[src/rtl/baud_rate_gen_frac.sv]
// Fractional-divisor UART baud generator with oversample and bit ticks.
// Divisor reloads are deferred to bit boundaries, restart or idle.
module baud_rate_gen_frac #(
  parameter int CNT_W        = 16,
  parameter int FRAC_W       = 4,
  parameter int OVS          = 16,
  parameter int RST_DIV_INT  = 651,
  parameter int RST_DIV_FRAC = 1,
  localparam int PH_W        = $clog2(OVS)
) (
  input  logic              clk,
  input  logic              reset,
  input  logic              en,
  input  logic              restart,
  input  logic [CNT_W-1:0]  div_int,
  input  logic [FRAC_W-1:0] div_frac,
  input  logic              div_load,
  output logic              div_ack,
  output logic              os_tick,
  output logic              baud_tick,
  output logic [PH_W-1:0]   os_phase
);

  localparam logic [PH_W-1:0] PH_LAST = PH_W'(OVS - 1);
  localparam logic [CNT_W-1:0] DIV_MIN = CNT_W'(2);

  logic [CNT_W-1:0]  cnt_q;
  logic [FRAC_W-1:0] acc_q;
  logic              ext_q;
  logic [PH_W-1:0]   ph_q;

  logic [CNT_W-1:0]  d_int_q;
  logic [FRAC_W-1:0] d_frac_q;
  logic              pend_q;
  logic [CNT_W-1:0]  p_int_q;
  logic [FRAC_W-1:0] p_frac_q;
  logic              ack_q;

  logic [CNT_W:0]    lim;
  logic              term;
  logic              tick;
  logic              btick;
  logic              apply;
  logic [CNT_W-1:0]  ld_int;
  logic [FRAC_W:0]   sum;

  // Terminal count, tick decode and reload qualification
  always_comb begin
    lim = {1'b0, d_int_q}
        - {{CNT_W{1'b0}}, 1'b1}
        + {{CNT_W{1'b0}}, ext_q};
    term = ({1'b0, cnt_q} == lim);
    tick = reset & en & ~restart & term;
    btick = tick & (ph_q == PH_LAST);
    ld_int = (div_int < DIV_MIN) ? DIV_MIN : div_int;
    apply = (pend_q | div_load)
          & (btick | restart | ~en);
    sum = {1'b0, acc_q} + {1'b0, d_frac_q};
  end

  assign os_tick   = tick;
  assign baud_tick = btick;
  assign div_ack   = reset & ack_q;
  assign os_phase  = reset ? ph_q : '0;

  // Prescaler counter with fractional carry accumulator
  always_ff @(posedge clk) begin
    if (!reset || restart) begin
      cnt_q <= '0;
      acc_q <= '0;
      ext_q <= 1'b0;
    end else if (tick) begin
      cnt_q <= '0;
      acc_q <= sum[FRAC_W-1:0];
      ext_q <= sum[FRAC_W];
    end else if (en) begin
      cnt_q <= cnt_q + CNT_W'(1);
    end
  end

  // Oversample phase index, wraps every OVS ticks
  always_ff @(posedge clk) begin
    if (!reset || restart) begin
      ph_q <= '0;
    end else if (tick) begin
      ph_q <= (ph_q == PH_LAST) ? '0 : ph_q + PH_W'(1);
    end
  end

  // Pending and active divisor registers
  always_ff @(posedge clk) begin
    if (!reset) begin
      d_int_q  <= CNT_W'(RST_DIV_INT);
      d_frac_q <= FRAC_W'(RST_DIV_FRAC);
      pend_q   <= 1'b0;
      p_int_q  <= '0;
      p_frac_q <= '0;
    end else if (apply) begin
      d_int_q  <= div_load ? ld_int : p_int_q;
      d_frac_q <= div_load ? div_frac : p_frac_q;
      pend_q   <= 1'b0;
    end else if (div_load) begin
      pend_q   <= 1'b1;
      p_int_q  <= ld_int;
      p_frac_q <= div_frac;
    end
  end

  // One-cycle acknowledge after a divisor becomes active
  always_ff @(posedge clk) begin
    if (!reset) begin
      ack_q <= 1'b0;
    end else begin
      ack_q <= apply;
    end
  end

endmodule

[config.mk]
export PLATFORM = sky130hd
export DESIGN_NAME = baud_rate_gen_frac
export DESIGN_NICKNAME = d
export VERILOG_FILES = /design/src/rtl/baud_rate_gen_frac.sv
export SDC_FILE = /design/constraint.sdc
export NUM_CORES = 1
export LEC_CHECK = 0
export CAP_MARGIN = 20
export CORE_MARGIN = 2
export CORE_UTILIZATION = 52
export DETAILED_ROUTE_END_ITERATION = 12
export PLACE_DENSITY = 0.78
export SLEW_MARGIN = 20
export SYNTH_ARGS = -nofsm -noshare
export SYNTH_HDL_FRONTEND = slang
export SYNTH_SLANG_ARGS = --single-unit
[constraint.sdc]
create_clock -name clk -period 3.3 [get_ports clk]
set_input_delay 0.495 -clock clk [delete_from_list [all_inputs] [get_ports clk]]
set_output_delay 0.495 -clock clk [all_outputs]
set_load 0.01 [all_outputs]
# ---- Word level (Yosys, flattened, before mapping)
# Cells that the tools add are included.
dict set report word_totals {
  output_inout_bits 7
  romBits 0
  ram_bits 0
  register_bits 67
  latch_bits 0
  memories 0
  elab_cells 39
  inputBits 25
}
dict set report op_classes {
  shifts 0
  add_sub_neg 5
  n_lt_le_gt_ge 1
  eq_ne 2
  n_div 0
  multipliers 0
  n_bitwise 12
  muxes 5
  n_reduce_logical 4
}
# op n
set ops {}
lappend ops {{two-way mux 16 bit} 2}
lappend ops {{adder 17 x 1 -> 17 bit} 1}
lappend ops {{== test 16 x 17 -> 1 bit} 1}
lappend ops {{subtractor 16 x 1 -> 17 bit (second input constant)} 1}
lappend ops {{adder 16 x 1 -> 16 bit (second input constant)} 1}
lappend ops {{< comparator 16 x 2 -> 1 bit (second input constant)} 1}
lappend ops {{two-way mux 4 bit} 3}
lappend ops {{AND 1 bit} 6}
lappend ops {{adder 4 x 4 -> 5 bit} 1}
lappend ops {{adder 4 x 1 -> 4 bit (second input constant)} 1}
lappend ops {{== test 4 bit (second input constant)} 1}
lappend ops {{OR reduction 2 bit} 2}
lappend ops {{NOT 1 bit} 3}
lappend ops {{bitwise OR 1 bit} 3}
lappend ops {{zero test 1 bit} 1}
lappend ops {{logical OR 1 bit} 1}

# ---- Depth between registers and ports, before layout
dict set report logic_depth {
  word_depth 9
  depth_mapped 13
}

# ---- Worst setup path after synthesis
# Ideal clock, no wire load.
dict set report synth_timing {
  path_kind {register to register}
  start {reg ext_q}
  end {reg d_frac_q[2]}
  t_arrival_ns 3.044
  required_ns 3.178
  slack_ns 0.134
  stages_incl_launch_ff 14
  synth_period_minus_slack_ns 3.166
  setup_ns 0.122
  cell_sequence {dfxtp_1 -> inv_1 -> ha_1 -> ha_1 -> nor3b_2 -> nand2_1 -> xnor2_1 -> or4_4 -> nor4b_4 -> a21o_1 -> buf_6 -> a21oi_2 -> buf_6 -> a221o_1}
}
dict set report synth_via {
  elab_chain_len 7
}
# element line_no
set synth_lines {}
lappend synth_lines {{start: declaration} 29} ;# logic ext_q;
lappend synth_lines {{start signal: assignment} 75} ;# ext_q <= sum[FRAC_W];
lappend synth_lines {{adder 17 x 1 -> 17 bit} 51} ;# + {{CNT_W{1'b0}}, ext_q};
lappend synth_lines {{== test 16 x 17 -> 1 bit} 52} ;# term = ({1'b0, cnt_q} == lim);
lappend synth_lines {{AND 1 bit} 53} ;# tick = reset & en & ~restart & term;
lappend synth_lines {{AND 1 bit} 54} ;# btick = tick & (ph_q == PH_LAST);
lappend synth_lines {{bitwise OR 1 bit (2 in series)} 57} ;# & (btick | restart | ~en);
lappend synth_lines {{AND 1 bit} 57}
lappend synth_lines {{end signal: assignment} 94} ;# d_frac_q <= FRAC_W'(RST_DIV_FRAC);
lappend synth_lines {{end signal: assignment} 100} ;# d_frac_q <= div_load ? div_frac : p_frac_q;
lappend synth_lines {{end: declaration} 33} ;# logic [FRAC_W-1:0] d_frac_q;
# Every way passes these cells.
# A chain may end at the register's enable or synchronous reset.

# ---- Worst setup path after layout
dict set report layout_timing {
  start {reg d_int_q[1]}
  end {out os_tick}
}
dict set report layout_via {
  elab_chain_len 4
}
# element line_no
set layout_lines {}
lappend layout_lines {{start: declaration} 32} ;# logic [CNT_W-1:0] d_int_q;
lappend layout_lines {{start signal: assignment} 93} ;# d_int_q <= CNT_W'(RST_DIV_INT);
lappend layout_lines {{start signal: assignment} 99} ;# d_int_q <= div_load ? ld_int : p_int_q;
lappend layout_lines {{subtractor 16 x 1 -> 17 bit} 50} ;# - {{CNT_W{1'b0}}, 1'b1}
lappend layout_lines {{adder 17 x 1 -> 17 bit} 51}
lappend layout_lines {{== test 16 x 17 -> 1 bit} 52}
lappend layout_lines {{AND 1 bit} 53}
lappend layout_lines {{end: declaration} 19} ;# output logic os_tick,
# Every way passes these cells.

==> reports/metrics.yaml <==
outcome: "completed"
worstPathArrival_ns: 2.70
cp_cell_sequence: "inv_1 -> ha_4 -> xnor2_2 -> nor2_1 -> nand4_1 -> or4_4 -> nor4b_4 -> nand3_1 -> inv_1 -> buf_2"
ys_types: 54
cp-start-kind: "register"
crit_fanout: 3
final_util: 0.646
crit_required_ns: 2.80
leakage_nw: 1.70
min_path_type: "register to register"
slowest_delay_ns: 0.58
synth_nets: 457
core_area_sq_um: 6830
wl_microns: 8250
clk-insertion-delay-late_ns: 0.35
synth-edff-count: 0
initial_core_util: 0.541
overflow: 0
drv_slew: 0
cts_sinks: 67
path_buf_inv: 3
clock_path_buffers: 2
max_slew_margin: 0.678
grt_pass1_vias: 2950
h-tree-depth: 3
gp_congestion: 0.907
antenna_found_initial: 0
synth.avg_cell_area_sq_um: 8.74
drtIter0Drc: 235
grt_first_pass_wirelength_microns: 13600
fin_cells: 560
synthArstFlopShare: 0
track_usage: 0.222
grt_max_degree: 48
grt_setup_unrepaired: "yes"
hold_path.startpoint: "p_int_q[15]$_SDFFE_PN0N_"
critPathCaptureType: "primary output"
rr_startpoint: "d_int_q[1]$_SDFFE_PN1P_"
postRouteAntennaNets: 0
fin_nets: 493
drive_above_1_share: 0.134
final_area_sq_um: 4410
vias_per_cell: 5.59
dieWidth_microns: 88.3
worst_path_most_repeated_cell: "inv_1"
skew_ns: 0.00739
drc: 0
critPathTopFamily: "simple AND/OR/NAND/NOR gates"
final_common_cell: "dfxtp_1"
synth_flop_cell: "dfxtp_1"
dp_hpwl_microns: 6020
critPathLaunch: "d_int_q[1]$_SDFFE_PN1P_"
synth_seq_cells: 67
period_minus_slack_ns: 3.20
cts_tree: "yes"
cts.clk_slew.worst_paths_ns: 0.08
area_delta_synth_final_pct: 19.3
max-cap-violations: 0
die-height_microns: 88.3
num_antenna_cells: 0
ios: 32
cts_root_buf: "clkbuf_8"
rows: 30
worst_slack_ns: 0.104
ys.warnings.count: 0
setup_viol: 0
dr.pass1.iters: 5
postCtsHoldBufs: 0
ir_drop_v: 0.000298
die_area_sq_um: 7800
syn_inst: 423
max_freq_mhz: 313
fin_crit_sh: 0.968
portBuffers: 31
powerDensity_nw_per_um2: 410
seq_area_frac_synth: 0.363
vias: 3129
fin_setup_tns_ns: 0
place_area_sq_um: 4140
crit_type: "register to primary output"
final_cell_mix: "dfxtp_1 (63), nand2_1 (56), mux2i_1 (39)"
final_hold_viol_count: 0
place_inst: 543
pre_cts_ws_ns: -0.0378
tightest_slew_ns: 0.479
cts_buffers: 9
wire_per_inst_microns: 14.7
fillers: 561
slowest_stage: "or4_4"
netlist_area_sq_um: 3700
## Yosys cell counts (2+ instances only)
| cell type | number | area share |
|---|---|---|
| and3_1 | 5 | 0.0085 |
| buf_1 | 2 | 0.0020 |
| a21oi_1 | 9 | 0.012 |
| o21ai_0 | 10 | 0.014 |
| o22ai_1 | 2 | 0.0034 |
| nand2b_1 | 7 | 0.012 |
| inv_1 | 19 | 0.019 |
| nand4_1 | 9 | 0.015 |
| nor3b_2 | 2 | 0.0068 |
| nor3_1 | 8 | 0.011 |
| o32ai_1 | 2 | 0.0047 |
| a21o_1 | 2 | 0.0041 |
| mux2i_1 | 39 | 0.11 |
| ha_1 | 8 | 0.027 |
| nor2_1 | 35 | 0.036 |
| o21a_1 | 2 | 0.0041 |
| buf_4 | 3 | 0.0061 |
| a22oi_1 | 5 | 0.010 |
| nand3_1 | 12 | 0.016 |
| and2_1 | 7 | 0.012 |
| a211oi_1 | 3 | 0.0061 |
| buf_2 | 3 | 0.0041 |
| xnor2_1 | 18 | 0.043 |
| nor2b_1 | 5 | 0.0085 |
| clkbuf_1 | 12 | 0.012 |
| or2_2 | 2 | 0.0034 |
| o2bb2ai_1 | 14 | 0.033 |
| or4_1 | 2 | 0.0041 |
| dfxtp_1 | 67 | 0.36 |
| nor4_1 | 6 | 0.010 |
| nand2_1 | 57 | 0.058 |
| o2111ai_1 | 2 | 0.0047 |
| xor2_1 | 19 | 0.045 |
| a221o_1 | 2 | 0.0054 |
| nor4_4 | 2 | 0.012 |
| buf_6 | 3 | 0.0091 |
## state kept, by name, indices dropped and copies added, names as in the netlist
name	flops
cnt_q	16
acc_q	4
ext_q	1
ack_q	1
d_frac_q	4
pend_q	1
p_frac_q	4
p_int_q	16
d_int_q	16
ph_q	4
## layout make-up
class | instances | area (sq um) | share of cell area
clock buffer | 11 | 151 | 0.0343
clock inverter | 5 | 60.1 | 0.0136
inverter | 19 | 71.3 | 0.0162
multi-input combinational | 313 | 2210 | 0.502
sequential | 67 | 1350 | 0.305
tap | 96 | 120 | 0.0272
timing repair buffer | 49 | 448 | 0.102
## tightest hold or removal path, delay by kind of cell (launching register included)
family           cells  cell delay, ns
AND/OR/NAND/NOR      1            0.05
multiplexers         1            0.05
flip-flops           1            0.32
## timing repair
action	4_1_cts	5_1_grt
resized for setup	5	19
endpoints found under the setup margin	2	8
pin swaps	3	6
endpoints found under the hold margin	0	0
setup buffers	0	1
## routing by layer
metal | part of all wire | global-route usage | up-vias
li1 | - | - | 1549
met1 | 0.46 | 0.292 | 1470
met2 | 0.47 | 0.362 | 92
met3 | 0.054 | 0.0578 | 18
met4 | 0.015 | 0.0647 | 0
met5 | 0 | 0 | -
## final timing paths
check | depth (start not counted) | endpoint | slack [ns]
setup reg to reg | 12 | d_int_q[12]$_SDFFE_PN0P_ | 0.18
hold reg to reg | 2 | p_int_q[15]$_SDFFE_PN0N_ | 0.46
setup / recovery | 10 | os_tick | 0.10
hold / removal | 2 | p_int_q[15]$_SDFFE_PN0N_ | 0.46
## per-stage QoR
stage          hold slack [ns]  power [mW]
2_1_floorplan            0.434        1.01
3_3_place_gp             0.441        1.08
3_5_place_dp             0.450        1.09
4_1_cts                  0.460        1.80
5_1_grt                  0.488        1.88
6_report                 0.459        1.81
## logic make-up after synthesis
group,count (synthesis),share of synthesized area
adders and majority gates,9,0.0325
AOI/OAI and AO/OA,60,0.118
xor gates and xnor gates,37,0.0877
buffers and inverters,43,0.0542
muxes,40,0.109
and+or+nand+nor,167,0.236
DFF,67,0.363
## report_power, final
part,internal (mW),total (mW),switching [mW]
Clock,0.393,0.724,0.331
Combinational,0.108,0.218,0.110
Sequential,0.834,0.866,0.0319
Power figures use the tool's default switching activity.
